[config.mk]
export PLATFORM = sky130hd
export DESIGN_NAME = pcd8544_rx_flat
export DESIGN_NICKNAME = d
export VERILOG_FILES = /design/src/rtl/pcd8544_rx_if.sv /design/src/rtl/pcd8544_rx.sv /design/src/flat_wrapper.sv
export SDC_FILE = /design/constraint.sdc
export NUM_CORES = 1
export LEC_CHECK = 0
export BUFFER_PORTS_ARGS = -buffer_cell sky130_fd_sc_hd__buf_4
export CAP_MARGIN = 20
export CORE_UTILIZATION = 53
export CTS_BUF_LIST = sky130_fd_sc_hd__clkbuf_4
export CTS_CLUSTER_DIAMETER = 30
export DETAILED_ROUTE_END_ITERATION = 6
export PLACE_DENSITY = 0.79
export SETUP_SLACK_MARGIN = 0.15
export SLEW_MARGIN = 20
export SYNTH_ARGS = -nofsm -noshare
export SYNTH_HDL_FRONTEND = slang
export SYNTH_SLANG_ARGS = --single-unit
[constraint.sdc]
create_clock -name clk -period 3 [get_ports clk]
set_clock_uncertainty 0.2 [all_clocks]
set_input_delay 0.9 -clock clk [delete_from_list [all_inputs] [get_ports clk]]
set_output_delay 0.9 -clock clk [all_outputs]
set_load 0.01 [all_outputs]
[src/rtl/pcd8544_rx_if.sv]
// Serial link from the screen controller plus the decoded strobe/bus outputs.
`timescale 1ns/1ps
interface pcd8544_rx_if #(
    parameter int unsigned ADDR_W = 9
);
    logic              lcd_sck;
    logic              lcd_sdin;
    logic              lcd_sce_n;
    logic              lcd_dc;
    logic              lcd_res_n;
    logic              mem_we;
    logic [ADDR_W-1:0] mem_addr;
    logic [7:0]        mem_data;
    logic              cmd_stb;
    logic [7:0]        cmd_byte;

    // Controller side: drives the LCD pins, observes the decoded results
    modport master (
        output lcd_sck, lcd_sdin, lcd_sce_n, lcd_dc, lcd_res_n,
        input  mem_we, mem_addr, mem_data, cmd_stb, cmd_byte
    );

    // Receiver side: samples the LCD pins, produces RAM writes and command strobes
    modport slave (
        input  lcd_sck, lcd_sdin, lcd_sce_n, lcd_dc, lcd_res_n,
        output mem_we, mem_addr, mem_data, cmd_stb, cmd_byte
    );
endinterface

[src/rtl/pcd8544_rx.sv]
// PCD8544 serial receiver: oversamples the LCD pins, assembles bytes, mirrors
// the LCD command state and turns data bytes into auto-incrementing RAM writes.
`timescale 1ns/1ps
module pcd8544_rx #(
    parameter int unsigned COLS   = 84,
    parameter int unsigned ROWS   = 6,
    parameter int unsigned ADDR_W = 9
) (
    input  logic       clk,
    input  logic       reset,
    pcd8544_rx_if.slave bus,
    output logic       pd,
    output logic       v,
    output logic       h,
    output logic [1:0] disp_mode,
    output logic [6:0] vop,
    output logic [2:0] bias,
    output logic [1:0] tc,
    output logic [6:0] cur_x,
    output logic [2:0] cur_y
);
    localparam int unsigned X_W   = 7;
    localparam int unsigned Y_W   = 3;
    localparam int unsigned CNT_W = 3;
    localparam logic [X_W-1:0] X_LAST = X_W'(COLS - 1);
    localparam logic [Y_W-1:0] Y_LAST = Y_W'(ROWS - 1);

    logic [1:0] sck_sync, sdin_sync, sce_sync, dc_sync, res_sync;
    logic       sck_prev;
    logic       sck_s, sdin_s, sce_n_s, dc_s, res_n_s;
    logic       sck_rise_c;
    logic [CNT_W-1:0] bit_cnt;
    logic [7:0] shreg;
    logic [7:0] rx_byte_c;
    logic [ADDR_W-1:0] addr_c;
    logic [X_W-1:0] next_x_c;
    logic [Y_W-1:0] next_y_c;
    logic       y_ok_c, x_ok_c;

    assign sck_s   = sck_sync[1];
    assign sdin_s  = sdin_sync[1];
    assign sce_n_s = sce_sync[1];
    assign dc_s    = dc_sync[1];
    assign res_n_s = res_sync[1];

    assign sck_rise_c = sck_s & ~sck_prev;
    assign rx_byte_c  = {shreg[6:0], sdin_s};
    assign addr_c     = ADDR_W'(cur_y) * ADDR_W'(COLS) + ADDR_W'(cur_x);
    assign y_ok_c     = {29'd0, rx_byte_c[2:0]} < ROWS;
    assign x_ok_c     = {25'd0, rx_byte_c[6:0]} < COLS;

    // Two-flop synchronisers for the asynchronous LCD pins plus SCK edge history
    always_ff @(posedge clk or posedge reset) begin
        if (reset) begin
            sck_sync  <= 2'b00;
            sdin_sync <= 2'b00;
            sce_sync  <= 2'b11;
            dc_sync   <= 2'b00;
            res_sync  <= 2'b11;
            sck_prev  <= 1'b0;
        end else begin
            sck_sync  <= {sck_sync[0],  bus.lcd_sck};
            sdin_sync <= {sdin_sync[0], bus.lcd_sdin};
            sce_sync  <= {sce_sync[0],  bus.lcd_sce_n};
            dc_sync   <= {dc_sync[0],   bus.lcd_dc};
            res_sync  <= {res_sync[0],  bus.lcd_res_n};
            sck_prev  <= sck_s;
        end
    end

    // Address auto-increment: horizontal walks X then Y, vertical walks Y then X
    always_comb begin
        next_x_c = cur_x;
        next_y_c = cur_y;
        if (!v) begin
            if (cur_x == X_LAST) begin
                next_x_c = '0;
                next_y_c = (cur_y == Y_LAST) ? '0 : cur_y + Y_W'(1);
            end else begin
                next_x_c = cur_x + X_W'(1);
            end
        end else begin
            if (cur_y == Y_LAST) begin
                next_y_c = '0;
                next_x_c = (cur_x == X_LAST) ? '0 : cur_x + X_W'(1);
            end else begin
                next_y_c = cur_y + Y_W'(1);
            end
        end
    end

    // Byte assembly, command decode and display-RAM write generation
    always_ff @(posedge clk or posedge reset) begin
        if (reset) begin
            pd           <= 1'b1;
            v            <= 1'b0;
            h            <= 1'b0;
            disp_mode    <= 2'd0;
            vop          <= 7'd0;
            bias         <= 3'd0;
            tc           <= 2'd0;
            cur_x        <= '0;
            cur_y        <= '0;
            bus.mem_we   <= 1'b0;
            bus.mem_addr <= '0;
            bus.mem_data <= 8'd0;
            bus.cmd_stb  <= 1'b0;
            bus.cmd_byte <= 8'd0;
            bit_cnt      <= '0;
            shreg        <= 8'd0;
        end else begin
            bus.mem_we  <= 1'b0;
            bus.cmd_stb <= 1'b0;
            if (!res_n_s) begin
                // LCD soft reset: same state as the hard reset, partial byte dropped
                pd           <= 1'b1;
                v            <= 1'b0;
                h            <= 1'b0;
                disp_mode    <= 2'd0;
                vop          <= 7'd0;
                bias         <= 3'd0;
                tc           <= 2'd0;
                cur_x        <= '0;
                cur_y        <= '0;
                bus.mem_addr <= '0;
                bus.mem_data <= 8'd0;
                bus.cmd_byte <= 8'd0;
                bit_cnt      <= '0;
                shreg        <= 8'd0;
            end else if (sce_n_s) begin
                bit_cnt <= '0;
                shreg   <= 8'd0;
            end else if (sck_rise_c) begin
                shreg <= rx_byte_c;
                if (bit_cnt == CNT_W'(7)) begin
                    bit_cnt <= '0;
                    if (dc_s) begin
                        bus.mem_we   <= 1'b1;
                        bus.mem_addr <= addr_c;
                        bus.mem_data <= rx_byte_c;
                        cur_x        <= next_x_c;
                        cur_y        <= next_y_c;
                    end else begin
                        bus.cmd_stb  <= 1'b1;
                        bus.cmd_byte <= rx_byte_c;
                        if (rx_byte_c[7:3] == 5'b00100) begin
                            pd <= rx_byte_c[2];
                            v  <= rx_byte_c[1];
                            h  <= rx_byte_c[0];
                        end else if (!h) begin
                            if (rx_byte_c[7:3] == 5'b00001) begin
                                disp_mode <= {rx_byte_c[2], rx_byte_c[0]};
                            end else if (rx_byte_c[7:3] == 5'b01000) begin
                                if (y_ok_c) begin
                                    cur_y <= rx_byte_c[2:0];
                                end
                            end else if (rx_byte_c[7]) begin
                                if (x_ok_c) begin
                                    cur_x <= rx_byte_c[6:0];
                                end
                            end
                        end else begin
                            if (rx_byte_c[7:2] == 6'b000001) begin
                                tc <= rx_byte_c[1:0];
                            end else if (rx_byte_c[7:3] == 5'b00010) begin
                                bias <= rx_byte_c[2:0];
                            end else if (rx_byte_c[7]) begin
                                vop <= rx_byte_c[6:0];
                            end
                        end
                    end
                end else begin
                    bit_cnt <= bit_cnt + CNT_W'(1);
                end
            end
        end
    end
endmodule

[src/flat_wrapper.sv]
// flat-port wrapper written by rule: the top's interface ports become plain ports
module pcd8544_rx_flat 
#(
    parameter int unsigned COLS   = 84,
    parameter int unsigned ROWS   = 6,
    parameter int unsigned ADDR_W = 9
)
  (clk, reset, pd, v, h, disp_mode, vop, bias, tc, cur_x, cur_y, bus_lcd_sck, bus_lcd_sdin, bus_lcd_sce_n, bus_lcd_dc, bus_lcd_res_n, bus_mem_we, bus_mem_addr, bus_mem_data, bus_cmd_stb, bus_cmd_byte);
  pcd8544_rx_if #(.ADDR_W(ADDR_W)) bus_i ();
  input  logic clk;
  input  logic reset;
  output logic pd;
  output logic v;
  output logic h;
  output logic [1:0] disp_mode;
  output logic [6:0] vop;
  output logic [2:0] bias;
  output logic [1:0] tc;
  output logic [6:0] cur_x;
  output logic [2:0] cur_y;
  input wire logic [$bits(bus_i.lcd_sck)-1:0] bus_lcd_sck;
  input wire logic [$bits(bus_i.lcd_sdin)-1:0] bus_lcd_sdin;
  input wire logic [$bits(bus_i.lcd_sce_n)-1:0] bus_lcd_sce_n;
  input wire logic [$bits(bus_i.lcd_dc)-1:0] bus_lcd_dc;
  input wire logic [$bits(bus_i.lcd_res_n)-1:0] bus_lcd_res_n;
  output wire logic [$bits(bus_i.mem_we)-1:0] bus_mem_we;
  output wire logic [$bits(bus_i.mem_addr)-1:0] bus_mem_addr;
  output wire logic [$bits(bus_i.mem_data)-1:0] bus_mem_data;
  output wire logic [$bits(bus_i.cmd_stb)-1:0] bus_cmd_stb;
  output wire logic [$bits(bus_i.cmd_byte)-1:0] bus_cmd_byte;
  assign bus_i.lcd_sck = bus_lcd_sck;
  assign bus_i.lcd_sdin = bus_lcd_sdin;
  assign bus_i.lcd_sce_n = bus_lcd_sce_n;
  assign bus_i.lcd_dc = bus_lcd_dc;
  assign bus_i.lcd_res_n = bus_lcd_res_n;
  assign bus_mem_we = bus_i.mem_we;
  assign bus_mem_addr = bus_i.mem_addr;
  assign bus_mem_data = bus_i.mem_data;
  assign bus_cmd_stb = bus_i.cmd_stb;
  assign bus_cmd_byte = bus_i.cmd_byte;
  pcd8544_rx #(.COLS(COLS), .ROWS(ROWS), .ADDR_W(ADDR_W)) u_core (.clk(clk), .reset(reset), .bus(bus_i), .pd(pd), .v(v), .h(h), .disp_mode(disp_mode), .vop(vop), .bias(bias), .tc(tc), .cur_x(cur_x), .cur_y(cur_y));
endmodule
Word level (Yosys, flattened, before mapping)
Cells that the tools add are included.
{"block": "classes", "addsub": 4, "muxes": 112, "n_eq_ne": 34, "magnitude_cmp": 2, "reduce_logical": 9, "bitwise": 2, "n_mul": 1}
{"operator": "two-way mux 7 bit", "count": 27}
{"operator": "two-way mux 8 bit", "count": 10}
{"operator": "two-way mux 3 bit", "count": 26}
{"operator": "two-way mux 9 bit", "count": 5}
{"operator": "two-way mux 2 bit", "count": 16}
{"operator": "two-way mux 1 bit", "count": 28}
{"operator": "inequality test 2 bit (second input constant)", "count": 13}
{"operator": "inequality test 3 x 2 -> 1 bit (second input constant)", "count": 8}
{"operator": "AND reduction 9 bit", "count": 2}
{"operator": "AND reduction 7 bit", "count": 2}
{"operator": "AND reduction 10 bit", "count": 1}
{"operator": "adder 9 x 7 -> 9 bit", "count": 1}
{"operator": "AND reduction 4 bit", "count": 2}
{"operator": "AND reduction 8 bit", "count": 1}
{"operator": "adder 7 x 1 -> 7 bit (second input constant)", "count": 1}
{"operator": "== test 7 bit (second input constant)", "count": 1}
{"operator": "< comparator 7 bit (second input constant)", "count": 1}
{"operator": "multiplier 3 x 5 -> 7 bit (second input constant)", "count": 1}
{"operator": "adder 3 x 1 -> 3 bit (second input constant)", "count": 2}
{"operator": "== test 3 bit (second input constant)", "count": 2}
{"operator": "== test 6 x 1 -> 1 bit (second input constant)", "count": 1}
{"operator": "== test 5 x 1 -> 1 bit (second input constant)", "count": 1}
{"operator": "== test 5 x 2 -> 1 bit (second input constant)", "count": 1}
{"operator": "== test 5 x 3 -> 1 bit (second input constant)", "count": 1}
{"operator": "other kinds (9)", "count": 10}
{"block": "word_totals", "output_inout_bits": 54, "wordCells": 186, "register_bits": 75, "in_bits": 7}

Longest topological paths before layout
{"block": "depth", "word_depth": 12, "ltp_mapped": 9, "depth_no_buf": 8}

Least setup slack after synthesis
Ideal clock, no wire load.
{"block": "synth_path", "path_type": "reg2reg", "startpoint": "reg u_core.cur_y[0]", "endpoint": "reg u_core.bus.mem_addr[6]", "setup_ns": 0.122, "path_buffers": 0, "synth_period_minus_slack_ns": 2.380, "required_ns": 2.678, "arrival_ns": 2.058, "stages_incl_launch_ff": 7, "setup_slack_ns": 0.620, "path_cell_list": "dfrtp_1 ha_1 ha_1 ha_1 ha_1 or3_1 a32o_1"}
{"block": "synth_between", "elab_chain_len": 7}
{"item": "start, declared", "line": "pcd8544_rx.sv:20", "text": "output logic [2:0] cur_y"}
{"item": "start signal, assigned", "line": "pcd8544_rx.sv:142", "text": "cur_y <= next_y_c;"}
{"item": "start signal, assigned", "line": "pcd8544_rx.sv:155", "text": "cur_y <= rx_byte_c[2:0];"}
{"item": "multiplier 3 x 5 -> 7 bit", "line": "pcd8544_rx.sv:48", "text": "assign addr_c = ADDR_W'(cur_y) * ADDR_W'(COLS) + ADDR_W'(cur_x);"}
{"item": "adder 9 x 7 -> 9 bit", "line": "pcd8544_rx.sv:48"}
{"item": "two-way mux 9 bit", "line": "pcd8544_rx.sv:137", "text": "if (dc_s) begin"}
{"item": "two-way mux 9 bit", "line": "pcd8544_rx.sv:135", "text": "if (bit_cnt == CNT_W'(7)) begin"}
{"item": "two-way mux 9 bit", "line": "pcd8544_rx.sv:133", "text": "end else if (sck_rise_c) begin"}
{"item": "two-way mux 9 bit", "line": "pcd8544_rx.sv:130", "text": "end else if (sce_n_s) begin"}
{"item": "two-way mux 9 bit", "line": "pcd8544_rx.sv:114", "text": "if (!res_n_s) begin"}
{"item": "end signal, assigned", "line": "pcd8544_rx.sv:139", "text": "bus.mem_addr <= addr_c;"}
{"item": "end, declared", "line": "pcd8544_rx_if.sv:26", "text": "output mem_we, mem_addr, mem_data, cmd_stb, cmd_byte"}
No other way between the ends. The select of a mux whose other input is x is not followed.
A chain may end at the register's enable or synchronous reset.

Worst setup path after layout
Same ends and word-level chain as after synthesis.

==> impl_metrics.csv <==
group,metric,value,unit
finish,drive_above_1_share,0.2469,
power,seqPwrFrac,0.545,
power,irDropWorstVdd,0.2713,mV
floorplanning,dieArea,0.007270,mm^2
finish,final_core_util,0.6649,
power,power_density,435.6,mW/mm^2
cts,clock_sinks,75,
global_route,grtUsageMet1,0.3310,
yosys,synth_compound_area_frac,0.1536,
cts,cts_root_buf,"clkbuf_4",
cts,cts_tree,"yes",
global_route,first_global_vias,2677,
global_route,grtUsageTotal,0.2361,
detailed_routing,via_per_inst,5.765,
yosys,ys_async_sr_fraction,1.000,
sta,worst_pin_slew,0.5674,ns
power,p_sw_frac,0.2150,
global_route,grtUsageMet2,0.3644,
sta,hold_viol_final,0,
yosys,avgSynthCellArea,10.44,um^2
finish,nNetsFinal,424,
sta,rsz0062_at_grt,"no",
setup_path,cp-start-kind,"register",
detailed_routing,vias,2802,
global_route,grt_overflow,0,
hold_path,hold_class,"register to register",
finish,synthToLayoutAreaGrowth,18.18,%
yosys,synth-edff-count,0,
cts,cts_setup_buffers,0,
place,gp_congestion,0.8261,
detailed_routing,drt_drc_violations_left,0,
yosys,synthTopCellsByCount,"dfrtp_1 (70), nand2_1 (49), a21oi_1 (18)",
cts,insertion_delay,0.42,ns
floorplanning,fp.dieW,85.27,um
setup_path,worstPathArrival,2.59,ns
yosys,synth_ff_type,"dfrtp_1",
setup_path,critPathMaxStageDelay,0.50,ns
yosys,synth_top_area_cell,"dfrtp_1",
power,leakage,2.040,nW
setup_path,cp_top_family,"adder cells",
setup_path,worstPathRequired,3.10,ns
sta,setup_viol,0,
floorplanning,start_util,0.5626,
yosys,muxShareOfSynthArea,0.04392,
power,p_int,1.485,mW
yosys,synth_cells,352,
yosys,synth_cell_types,57,
yosys,yosys.area_share.simple,0.1791,
global_route,grt_max_degree,76,
power,power_frac_comb,0.041,
yosys,yosysMostFrequentCell,"dfrtp_1",
yosys,synth_top_area_share,0.4767,
detailed_routing,wire_per_inst,16.34,um
setup_path,regToRegSetupSlack,0.51,ns
detailed_routing,drt_iter0_markers,199,
sta,period_minus_slack,2.485,ns
yosys,synth_top_family_by_area,"simple AND/OR/NAND/NOR gates",
detailed_routing,postRouteAntennaNets,0,
finish,num_antenna_cells,0,
global_route,grt_most_used_layer,"met2",
setup_path,cp_common_cell,"ha_1",
yosys,synthTopCellsByArea,"dfrtp_1 (48%), nand2_1 (5.0%), ha_1 (4.1%)",
setup_path,cp-end-kind,"register",
yosys,syn_area,0.003675,mm^2
cts,path_clk_slew,0.12,ns
global_route,antenna_found_initial,0,
setup_path,crit_path_top_delay_cell,"dfrtp_1",
yosys,synth_xor_area_frac,0.01668,
sta,max_freq,402.4,MHz
setup_path,path_cells,"ha_1, ha_1, ha_1, ha_1, or3_1, a32o_1",
status,status,"completed",
floorplanning,die_h,85.27,um
global_route,grt_pass1_wl,13330,um
cts,cts_hold_buf,0,
yosys,ys_ff_latch,75,
run,cap_violations,0,
floorplanning,io_pins,61,
yosys,synth_fp_nets,372,
cts,clockBufferDepth,2,
yosys,ys_warn_count,0,
sta,period_share,0.8285,
sta,max-slew-margin-rel,0.6210,
place,hpwl,5287,um
detailed_routing,firstDrtPassIters,4,
cts,cts_max_level,3,
power,power_switching,0.4067,mW
power,p_total,1.892,mW
sta,final.setup.tns,0,ns
sta,drv_slew,0,
cts,ctsResizeCount,0,
global_route,grt_use_met3,0.04377,
detailed_routing,wirelength,7940,um
yosys,yosysSeqAreaShare,0.5124,
power,clkPwrFrac,0.414,
setup_path,crit_fanout,9,
place,port_buffers,60,
setup_path,path_buf_inv,0,
floorplanning,core_area,0.006531,mm^2
setup_path,worstSetupPathType,"register to register",
yosys,synthAdderAreaFrac,0.04631,
floorplanning,rows,29,
cts,cts_buffers,9,
## registers in the layout, indices dropped and copies added (netlist names), 3 cells and up
register             flops
u_core.bus.cmd_byte      8
u_core.vop               7
u_core.cur_x             7
u_core.bias              3
u_core.bit_cnt           3
u_core.cur_y             3
u_core.shreg             7
u_core.bus.mem_data      8
u_core.bus.mem_addr      9
## cell type report
type	instances	area [um^2]
clock buffers	11	82.58
clock inverters	5	101.3
fillers	516	2188
inverters	16	63.81
multi-input cells	237	1615
flip-flops and latches	75	1883
well taps	77	96.34
repair buffers	65	500.5
## metal layers
| metal | wire (um) | share of wire |
|---|---|---|
| met5 | 0 | 0 |
| met3 | 452 | 0.057 |
| met1 | 3684 | 0.46 |
| met4 | 131 | 0.016 |
| met2 | 3671 | 0.46 |
## cell families after synthesis
kind of cell,Yosys count
and+or+nand+nor,120
xor gates and xnor gates,7
buffers and inverters,40
AOI/OAI and AO/OA,81
adders and majority gates,13
DFF,75
muxes,16
## path summary, 6_finish.rpt
| path | startpoint | to | cells past startpoint |
|---|---|---|---|
| worst min-delay path | u_core.dc_sync[0]$_DFF_PP0_ | u_core.dc_sync[1]$_DFF_PP0_ | 0 |
| worst max register to register | u_core.cur_y[0]$_DFFE_PP0P_ | u_core.bus.mem_addr[6]$_DFFE_PP0P_ | 6 |
| worst max-delay path | u_core.cur_y[0]$_DFFE_PP0P_ | u_core.bus.mem_addr[6]$_DFFE_PP0P_ | 6 |
| worst min register to register | u_core.dc_sync[0]$_DFF_PP0_ | u_core.dc_sync[1]$_DFF_PP0_ | 0 |
| min in group asynchronous | reset | u_core.bus.cmd_byte[4]$_DFFE_PP0P_ | 3 |
| max in group asynchronous | reset | u_core.pd$_DFFE_PP1P_ | 3 |
## power groups by stage
stage          logic (mW)  registers (mW)  clock network [mW]
3_3_place_gp       0.0784            1.05                   0
2_1_floorplan      0.0560            1.05                   0
6_report           0.0779            1.03               0.783
3_5_place_dp       0.0788            1.05                   0
5_1_grt            0.0886            1.03               0.837
4_1_cts            0.0790            1.03               0.795
## cells in the final DEF (no fill, tap or decap), types with 5 or more instances in the layout
| cell | count |
|---|---|
| a21boi_0 | 8 |
| a21oi_1 | 18 |
| a22o_1 | 13 |
| buf_4 | 64 |
| clkbuf_4 | 11 |
| dfrtp_1 | 70 |
| dfstp_2 | 5 |
| ha_1 | 12 |
| inv_1 | 15 |
| mux2i_1 | 15 |
| nand2_1 | 49 |
| nand3_1 | 10 |
| nor2_1 | 13 |
| nor2b_1 | 16 |
| o21ai_0 | 17 |
## through the flow
stage / hold WS (ns) / area, um^2 / setup slack (ns) / cells
final: 0.1615 / 4343 / 0.5146 / 486
after global placement: 0.1329 / 4159 / 0.6100 / 470
after detailed placement: 0.1347 / 4159 / 0.5609 / 470
after CTS: 0.1601 / 4343 / 0.5163 / 486
after floorplan: 0.1312 / 3679 / 0.6205 / 352
after global routing: 0.1661 / 4343 / 0.4364 / 486
(Power assumes the default switching activity.)
